==> config.mk <==
export PLATFORM = sky130hd
export DESIGN_NAME = multi_precision_add_seq
export DESIGN_NICKNAME = d
export VERILOG_FILES = /design/src/rtl/add_seq_pkg.sv /design/src/rtl/cla8_core.sv /design/src/rtl/multi_precision_add_seq.sv
export SDC_FILE = /design/constraint.sdc
export NUM_CORES = 1
export LEC_CHECK = 0
export ABC_AREA = 1
export ABC_CLOCK_PERIOD_IN_PS = 3100
export CORE_ASPECT_RATIO = 1.75
export CORE_UTILIZATION = 51
export CTS_CLUSTER_DIAMETER = 200
export CTS_CLUSTER_SIZE = 24
export DETAILED_ROUTE_END_ITERATION = 10
export HOLD_SLACK_MARGIN = 0.12
export PLACE_DENSITY = 0.9
export SYNTH_ARGS = -nofsm -noshare
export SYNTH_HDL_FRONTEND = slang
export SYNTH_SLANG_ARGS = --single-unit
==> constraint.sdc <==
create_clock -name clk -period 3.1 [get_ports clk]
set_clock_uncertainty 0.05 [all_clocks]
set_input_delay 0.93 -clock clk [delete_from_list [all_inputs] [get_ports clk]]
set_output_delay 0.93 -clock clk [all_outputs]
set_load 0.02 [all_outputs]
==> src/rtl/add_seq_pkg.sv <==
// rtl/add_seq_pkg.sv - shared limb width and FSM state type for the sequential multi-precision adder
package add_seq_pkg;

    localparam int LIMB_W = 8;

    typedef enum logic [1:0] {
        IDLE = 2'd0,
        RUN  = 2'd1,
        DONE = 2'd2
    } state_e;

endpackage

==> src/rtl/cla8_core.sv <==
// rtl/cla8_core.sv - 8-bit carry-lookahead adder shared by every limb of the sequential adder
module cla8_core
    import add_seq_pkg::*;
(
    input  logic [LIMB_W-1:0] a8,
    input  logic [LIMB_W-1:0] b8,
    input  logic              ci,
    output logic [LIMB_W-1:0] s8,
    output logic              co
);

    logic [LIMB_W-1:0] p;
    logic [LIMB_W-1:0] g;
    logic [LIMB_W:0]   c;

    assign p = a8 ^ b8;
    assign g = a8 & b8;

    // Each carry is the flattened lookahead term: g[i] | p[i]g[i-1] | ... | p[i..0]ci
    always_comb begin
        logic carry;
        logic prop;
        c = '0;
        c[0] = ci;
        for (int i = 0; i < LIMB_W; i++) begin
            carry = g[i];
            prop  = p[i];
            for (int j = i - 1; j >= 0; j--) begin
                carry = carry | (prop & g[j]);
                prop  = prop & p[j];
            end
            c[i+1] = carry | (prop & ci);
        end
    end

    assign s8 = p ^ c[LIMB_W-1:0];
    assign co = c[LIMB_W];

endmodule

==> src/rtl/multi_precision_add_seq.sv <==
// rtl/multi_precision_add_seq.sv - limb-serial multi-precision adder; MULTI_PRECISION_ADD_SEQ_SUB_EN adds op_sub
module multi_precision_add_seq
    import add_seq_pkg::*;
#(
    parameter int WORDS = 4
) (
    input  logic                    clk,
    input  logic                    rst_n,
    input  logic                    in_valid,
    output logic                    in_ready,
    input  logic [LIMB_W*WORDS-1:0] a,
    input  logic [LIMB_W*WORDS-1:0] b,
    input  logic                    cin,
`ifdef MULTI_PRECISION_ADD_SEQ_SUB_EN
    input  logic                    op_sub,
`endif
    output logic                    out_valid,
    input  logic                    out_ready,
    output logic [LIMB_W*WORDS-1:0] sum,
    output logic                    cout
);

    localparam int IDX_W = (WORDS > 1) ? $clog2(WORDS) : 1;
    localparam logic [IDX_W-1:0] LAST_IDX = IDX_W'(WORDS - 1);

    state_e                         state_q, state_d;
    logic [IDX_W-1:0]               idx_q, idx_d;
    logic                           carry_q, carry_d;
    logic                           sub_q, sub_d;
    logic                           cout_q, cout_d;
    logic [WORDS-1:0][LIMB_W-1:0]   a_q, a_d;
    logic [WORDS-1:0][LIMB_W-1:0]   b_q, b_d;
    logic [WORDS-1:0][LIMB_W-1:0]   sum_q, sum_d;

    logic                           sub_in;
    logic [LIMB_W-1:0]              limb_a;
    logic [LIMB_W-1:0]              limb_b;
    logic [LIMB_W-1:0]              limb_s;
    logic                           limb_co;

`ifdef MULTI_PRECISION_ADD_SEQ_SUB_EN
    assign sub_in = op_sub;
`else
    assign sub_in = 1'b0;
`endif

    // Subtraction is a + ~b + 1: invert the b limb here, the +1 comes from the initial carry
    assign limb_a = a_q[idx_q];
    assign limb_b = b_q[idx_q] ^ {LIMB_W{sub_q}};

    cla8_core u_cla8 (
        .a8 (limb_a),
        .b8 (limb_b),
        .ci (carry_q),
        .s8 (limb_s),
        .co (limb_co)
    );

    // State register and datapath registers; reset discards any in-flight operation
    always_ff @(posedge clk or negedge rst_n) begin
        if (!rst_n) begin
            state_q <= IDLE;
            idx_q   <= '0;
            carry_q <= 1'b0;
            sub_q   <= 1'b0;
            cout_q  <= 1'b0;
            a_q     <= '0;
            b_q     <= '0;
            sum_q   <= '0;
        end else begin
            state_q <= state_d;
            idx_q   <= idx_d;
            carry_q <= carry_d;
            sub_q   <= sub_d;
            cout_q  <= cout_d;
            a_q     <= a_d;
            b_q     <= b_d;
            sum_q   <= sum_d;
        end
    end

    // Next-state: latch operands in IDLE, one limb per RUN cycle, hold result in DONE
    always_comb begin
        state_d = state_q;
        idx_d   = idx_q;
        carry_d = carry_q;
        sub_d   = sub_q;
        cout_d  = cout_q;
        a_d     = a_q;
        b_d     = b_q;
        sum_d   = sum_q;
        case (state_q)
            IDLE: begin
                if (in_valid) begin
                    a_d     = a;
                    b_d     = b;
                    sub_d   = sub_in;
                    carry_d = sub_in | cin;
                    idx_d   = '0;
                    sum_d   = '0;
                    cout_d  = 1'b0;
                    state_d = RUN;
                end
            end
            RUN: begin
                sum_d[idx_q] = limb_s;
                carry_d      = limb_co;
                idx_d        = idx_q + 1'b1;
                if (idx_q == LAST_IDX) begin
                    // cout only ever takes the final carry, so intermediates stay hidden
                    cout_d  = limb_co;
                    idx_d   = '0;
                    state_d = DONE;
                end
            end
            DONE: begin
                if (out_ready) begin
                    state_d = IDLE;
                end
            end
            default: begin
                state_d = IDLE;
            end
        endcase
    end

    assign in_ready  = (state_q == IDLE);
    assign out_valid = (state_q == DONE);
    assign sum       = sum_q;
    assign cout      = cout_q;

endmodule

==> results of run 1 <==
## area by class of cell
cell class              instances  area (um2)
clock buffers                  12         246
flip-flops and latches        102        2550
repair buffers                112        1110
fillers                       749        2900
multi-input cells             440        2010
inverters                      29         109
clock inverters                 4        22.5
well taps                     120         150
## sequential cells by signal, indices dropped and copies added (netlist names)
name / flops
a_q: 32
state_q: 2
idx_q: 2
carry_q: 1
b_q: 32
sum: 32
cout: 1
## how the worst max path moves through the flow
stage	from	end
after floorplan	idx_q[1]	sum[3]
after global placement	in_valid	idx_q[1]
after detailed placement	in_valid	idx_q[1]
after CTS	idx_q[0]	sum[21]
after global routing	idx_q[0]	sum[21]
final	idx_q[0]	sum[21]
## cell families (layout without fill, tap and decap cells)
kind of cell / Yosys count / in the layout / share of synthesized area
fa+ha+maj: 13 / 13 / 0.0353
buf+inv: 52 / 157 / 0.0528
compound gates: 73 / 73 / 0.0832
xor+xnor: 2 / 2 / 0.00364
simple gates: 352 / 352 / 0.295
flops: 102 / 102 / 0.530
## critical path, stage by stage (launching register included)
cell and delay, ns:
dfrtp_1 0.46, inv_1 0.18, buf_4 0.31, o21ai_0 0.12, o22ai_1 0.17, ha_1 0.35
a21oi_1 0.18, nand2_1 0.06, a21oi_1 0.16, nand4_1 0.27, nand3_1 0.20, nand2_1 0.06
## layer usage
layer | global-route usage | vias up | share of wire | routed length [um]
li1 | - | 2091 | - | -
met1 | 0.312 | 2052 | 0.35 | 4460
met2 | 0.486 | 213 | 0.53 | 6820
met3 | 0.0491 | 67 | 0.053 | 680
met4 | 0.219 | 0 | 0.069 | 882
met5 | 0 | - | 0 | 0
## layout by cell type, fill, tap and decap left out, types with 6 or more instances in the layout
cell type	instances
nor2_1	35
clkdlybuf4s50_1	102
dfrtp_1	102
clkbuf_16	9
o21ai_0	44
nand2_1	277
ha_1	12
buf_4	9
nand3_1	22
o22ai_1	14
inv_1	26
o21ai_1	6
## synth_stat cells
cell type	number
nor2_1	35
nand3b_1	1
nand2_2	2
xor2_1	2
nand2_4	1
o22ai_1	14
clkinv_1	1
nor2_2	3
clkbuf_2	1
o21ai_0	44
nand2_1	277
ha_1	12
clkbuf_1	6
buf_2	10
nor3_1	2
a32o_1	1
inv_1	26
nand3_1	22
o21ai_1	6
o31ai_1	1
a21oi_1	4
a32oi_1	2
dfrtp_1	102
nand3_2	3
o211ai_1	1
or2_1	1
nor2_4	2
buf_6	6
nand4_1	2
and3_2	1
inv_2	2
fa_1	1
## power by group through the flow
stage	registers [mW]	clock network, mW	logic, mW
floorplan	2.35	0	2.70
global placement	2.28	0	3.88
detailed placement	2.31	0	4.02
CTS	2.29	1.03	4.06
global route	2.35	1.09	4.60
finish	2.30	1.03	4.09
==> flow_summary_export.csv, run 1 <==
group,metric,value,unit
timing,setup_viol,0,
die,die_width,75.4,um
worst_setup_path,reg2regPathDepth,11,
yosys,synth.largest_area_cell,"dfrtp_1",
worst_setup_path,reg2reg_slack,0.40,ns
power_and_ir_drop,internal-power,3.92,mW
global_routing,grt_start_max_net_pins,52,
global_routing,grt_pass1_wl,20700,um
clock_network,hold_buffers,0,
die,dieArea,9850,um2
timing,drv_slew,0,
yosys,yosysSeqAreaShare,0.530,
power_and_ir_drop,p_seq_frac,0.310,
power_and_ir_drop,p_switching,3.50,mW
clock_network,cts_inserted_buffers,9,
placed_design,placed_cells,803,
layout,final_cells,819,
die,num_rows,46,
placed_design,portBuffers,103,
hold_path,min_path_type,"in -> async",
global_routing,grt_pass1_vias,4402,
worst_setup_path,path_class,"reg -> reg",
clock_network,root_buffer,"clkbuf_16",
timing,rsz0062_at_grt,"false",
power_and_ir_drop,peakVddDrop,0.000571,V
yosys,synth_cell_types,32,
clock_network,cts.sinks,102,
placed_design,postPlaceCellArea,5930,um2
drt,drc,0,
drt,via_per_inst,5.40,
drt,routed_wl,12800,um
worst_setup_path,cp.required,3.29,ns
power_and_ir_drop,p_leak,3.13,nW
power_and_ir_drop,power_switching_share,0.472,
timing,fmax,370,MHz
drt,drtAntennaViolNets,0,
layout,final_util,0.681,
yosys,syn_nets,676,
worst_setup_path,cp.arrival,2.89,ns
yosys,synthesis.area,4810,um2
layout,drive_gt1_frac,0.0544,
global_routing,grt_util_all_layers,0.287,
clock_network,cts_resized,0,
timing,worst_slack,0.395,ns
power_and_ir_drop,finalPower,7.42,mW
worst_setup_path,critPathCaptureType,"flop",
power_and_ir_drop,pwr-share-clk,0.138,
drt,first_pass_iters,5,
status,status,"complete, no violations",
worst_setup_path,r2r_end,"sum[21]",
layout,finalNetCount,776,
yosys,syn_inst,594,
die,initial_core_util,0.529,
timing,period_needed,2.70,ns
layout,finalInstanceArea,6200,um2
die,ios,104,
worst_setup_path,crit_path_max_fanout,29,
clock_network,cts_tree,"yes",
layout,synthToLayoutAreaGrowth,28.7,%
timing,whs,0.387,ns
drt,drt-initial-drc-count,220,
global_routing,grt.overflow.total,0,
worst_setup_path,reg2reg_from,"idx_q[0]",
clock_network,cts.reportedPaths.clkPinSlew,0.06,ns
die,core_area,9090,um2
yosys,ys_ff_latch,102,
placed_design,gp_congestion,0.939,
timing,tightest_slew,0.523,ns
clock_network,cts_setup_buffers,0,
timing,period_share,0.872,
drt,vias,4423,
worst_setup_path,start_kind,"flop",
power_and_ir_drop,power_frac_comb,0.552,
clock_network,clockBufferDepth,2,
yosys,avgSynthCellArea,8.11,um2
placed_design,pre_cts_ws,0.410,ns
yosys,yosys_warnings,0,
placed_design,hpwl,9650,um
timing,relSlewSlack,0.648,
drt,routedWlPerCell,15.7,um
timing,tns,0,ns
global_routing,antenna_found_initial,0,
power_and_ir_drop,power.density,1200,nW/um2
job,drv_cap,0,
clock_network,h-tree-depth,3,
yosys,synthTopCellsByArea,"dfrtp_1, nand2_1, o21ai_0, ha_1, nor2_1",
clock_network,clock_latency,0.35,ns
timing,hold_viol,0,
layout,n_antenna_cell,0,
yosys,synth.top_cell.area_share,0.530,
die,fp.dieH,131,um
Note: power is estimated with default switching activity, not from simulation.
==> run 2, diff against run 1 <==
--- a/config.mk
+++ b/config.mk
@@ -14,6 +14,7 @@
 export DETAILED_ROUTE_END_ITERATION = 10
 export HOLD_SLACK_MARGIN = 0.12
 export PLACE_DENSITY = 0.9
+export SKIP_CTS_REPAIR_TIMING = 1
 export SYNTH_ARGS = -nofsm -noshare
 export SYNTH_HDL_FRONTEND = slang
 export SYNTH_SLANG_ARGS = --single-unit
==> results of run 2 <==
No change in the layout: final DEF, timing and power equal those of run 1.
==> run 3, diff against run 2 <==
--- a/config.mk
+++ b/config.mk
@@ -7,13 +7,16 @@
 export LEC_CHECK = 0
 export ABC_AREA = 1
 export ABC_CLOCK_PERIOD_IN_PS = 3100
+export CELL_PAD_IN_SITES_DETAIL_PLACEMENT = 0
+export CELL_PAD_IN_SITES_GLOBAL_PLACEMENT = 1
 export CORE_ASPECT_RATIO = 1.75
-export CORE_UTILIZATION = 51
+export CORE_UTILIZATION = 39
+export CTS_BUF_LIST = sky130_fd_sc_hd__clkbuf_8
 export CTS_CLUSTER_DIAMETER = 200
 export CTS_CLUSTER_SIZE = 24
 export DETAILED_ROUTE_END_ITERATION = 10
 export HOLD_SLACK_MARGIN = 0.12
-export PLACE_DENSITY = 0.9
+export PLACE_DENSITY = 0.93
 export SKIP_CTS_REPAIR_TIMING = 1
 export SYNTH_ARGS = -nofsm -noshare
 export SYNTH_HDL_FRONTEND = slang
==> run 3 against run 2 <==
First-iteration DRC count grew 7.7%. Global-route usage is 8.1 points lower. Cell area about the same. Utilization decreased by 17 points. Sequential power about the same. Hold slack better by 0.045 ns. Register-to-register slack improved by 0.05 ns. Wire length is 2.1% lower. Largest cell class unchanged.
==> flow_summary_export.csv, run 3 (same netlist as run 1, synthesis figures left out) <==
group,metric,value,unit
status,status,"complete, no violations",
job,drv_cap,0,
power_and_ir_drop,peakVddDrop,0.000377,V
global_routing,grt_util_all_layers,0.207,
worst_setup_path,reg2reg_from,"idx_q[0]",
die,ios,104,
timing,period_needed,2.65,ns
timing,rsz0062_at_grt,"false",
drt,drc,0,
placed_design,postPlaceCellArea,5970,um2
global_routing,grt_pass1_vias,4193,
layout,final_util,0.516,
placed_design,gp_congestion,0.911,
worst_setup_path,cp_num_buf_inv,3,
drt,routed_wl,12600,um
timing,drv_slew,0,
worst_setup_path,r2r_end,"sum[13]",
worst_setup_path,path_cells,"inv_1 -> buf_4 -> o21ai_0 -> o22ai_1 -> ha_1 -> inv_1 -> nor2_1 -> a21oi_1 -> nand4_1 -> nand3_1 -> nand2_1",
clock_network,clockBufferDepth,2,
worst_setup_path,critPathCaptureType,"flop",
worst_setup_path,cp.required,3.32,ns
worst_setup_path,cp.arrival,2.87,ns
layout,n_antenna_cell,0,
clock_network,cts.reportedPaths.clkPinSlew,0.09,ns
global_routing,grt_pass1_wl,19900,um
die,fp.dieH,149,um
clock_network,cts_inserted_buffers,9,
layout,final_cell_mix,"nand2_1, dfrtp_1, clkdlybuf4s50_1",
global_routing,grt.overflow.total,0,
hold_path,hold_end,"b_q[13]",
die,num_rows,53,
drt,via_per_inst,4.88,
worst_setup_path,start_kind,"flop",
hold_path,hold_path_depth,2,
timing,whs,0.432,ns
layout,synthToLayoutAreaGrowth,28.6,%
clock_network,cts.sinks,102,
layout,multi_input_area,2010,um2
timing,fmax,377,MHz
drt,drt-initial-drc-count,237,
worst_setup_path,cpMostUsedCell,"inv_1",
layout,final_common_cell,"nand2_1",
drt,vias,4205,
clock_network,h-tree-depth,3,
timing,setup_viol,0,
layout,finalInstanceArea,6190,um2
worst_setup_path,path_class,"reg -> reg",
worst_setup_path,reg2regPathDepth,11,
timing,period_share,0.856,
placed_design,portBuffers,103,
placed_design,hpwl,9700,um
worst_setup_path,reg2reg_slack,0.45,ns
power_and_ir_drop,p_leak,3.10,nW
clock_network,clock_latency,0.38,ns
power_and_ir_drop,finalPower,7.27,mW
worst_setup_path,cpMaxStageDelayCell,"dfrtp_1",
die,die_width,86.0,um
global_routing,grt_start_max_net_pins,66,
layout,drive_gt1_frac,0.0517,
power_and_ir_drop,power.density,1170,nW/um2
clock_network,cts_tree,"yes",
drt,drtAntennaViolNets,0,
die,dieArea,12800,um2
die,initial_core_util,0.401,
timing,tns,0,ns
timing,hold_viol,0,
worst_setup_path,path_delay_family,"buffers and inverters",
hold_path,min_from,"b_q[13]",
timing,relSlewSlack,0.556,
timing,tightest_slew,0.665,ns
worst_setup_path,crit_path_max_fanout,32,
layout,finalNetCount,774,
drt,first_pass_iters,4,
global_routing,antenna_found_initial,0,
layout,seqCellArea,2550,um2
clock_network,root_buffer,"clkbuf_8",
die,core_area,12000,um2
hold_path,min_path_type,"reg -> reg",
layout,fill_cells,1199,
drt,routedWlPerCell,14.6,um
worst_setup_path,max_stage_delay,0.50,ns
==> run 3: cell types whose count changed in the layout (fill, tap and decap cells not counted), sizes merged <==
cell	previous run	this run
bufinv	0	2
clkinv	4	1
inv	28	29
clkbuf	12	11
buf	10	8
==> run 3: cell type report <==
cell class	count	area share
flip-flops and latches	102	0.412
multi-input cells	440	0.324
clock buffers	11	0.0244
clock inverters	4	0.0115
repair buffers	110	0.177
inverters	29	0.0176
well taps	165	0.0333
==> run 3: where the power goes <==
part,internal (mW),switching (mW)
clock,0.491,0.437
sequential,1.92,0.370
combinational,1.44,2.62
==> run 3: worst min-delay path, delay by kind of cell (launching register included) <==
family           cells  cell delay (ns)
and+or+nand+nor      2             0.10
DFF                  1             0.35
==> run 3: worst max path at each step <==
stage,startpoint,endpoint,slack [ns],cells past startpoint
final,idx_q[0],sum[13],0.45,11
after global routing,idx_q[0],sum[29],0.15,12
after CTS,state_q[0],in_ready,0.45,2
after detailed placement,in_valid,b_q[9],0.37,6
after global placement,in_valid,b_q[5],0.41,6
after floorplan,idx_q[1],sum[3],0.89,12
==> run 3: metrics by stage <==
stage | setup slack [ns] | std cells
floorplan | 0.891 | 594
finish | 0.447 | 861
global route | 0.153 | 861
CTS | 0.446 | 861
global placement | 0.409 | 846
detailed placement | 0.374 | 846
==> run 3: per-layer routing <==
| layer | global-route usage | vias to the layer above | routed length [um] |
|---|---|---|---|
| met5 | 0 | - | 0 |
| met4 | 0.118 | 0 | 504 |
| met3 | 0.0282 | 28 | 403 |
| met2 | 0.391 | 115 | 6880 |
| met1 | 0.213 | 1983 | 4790 |
| li1 | - | 2079 | - |
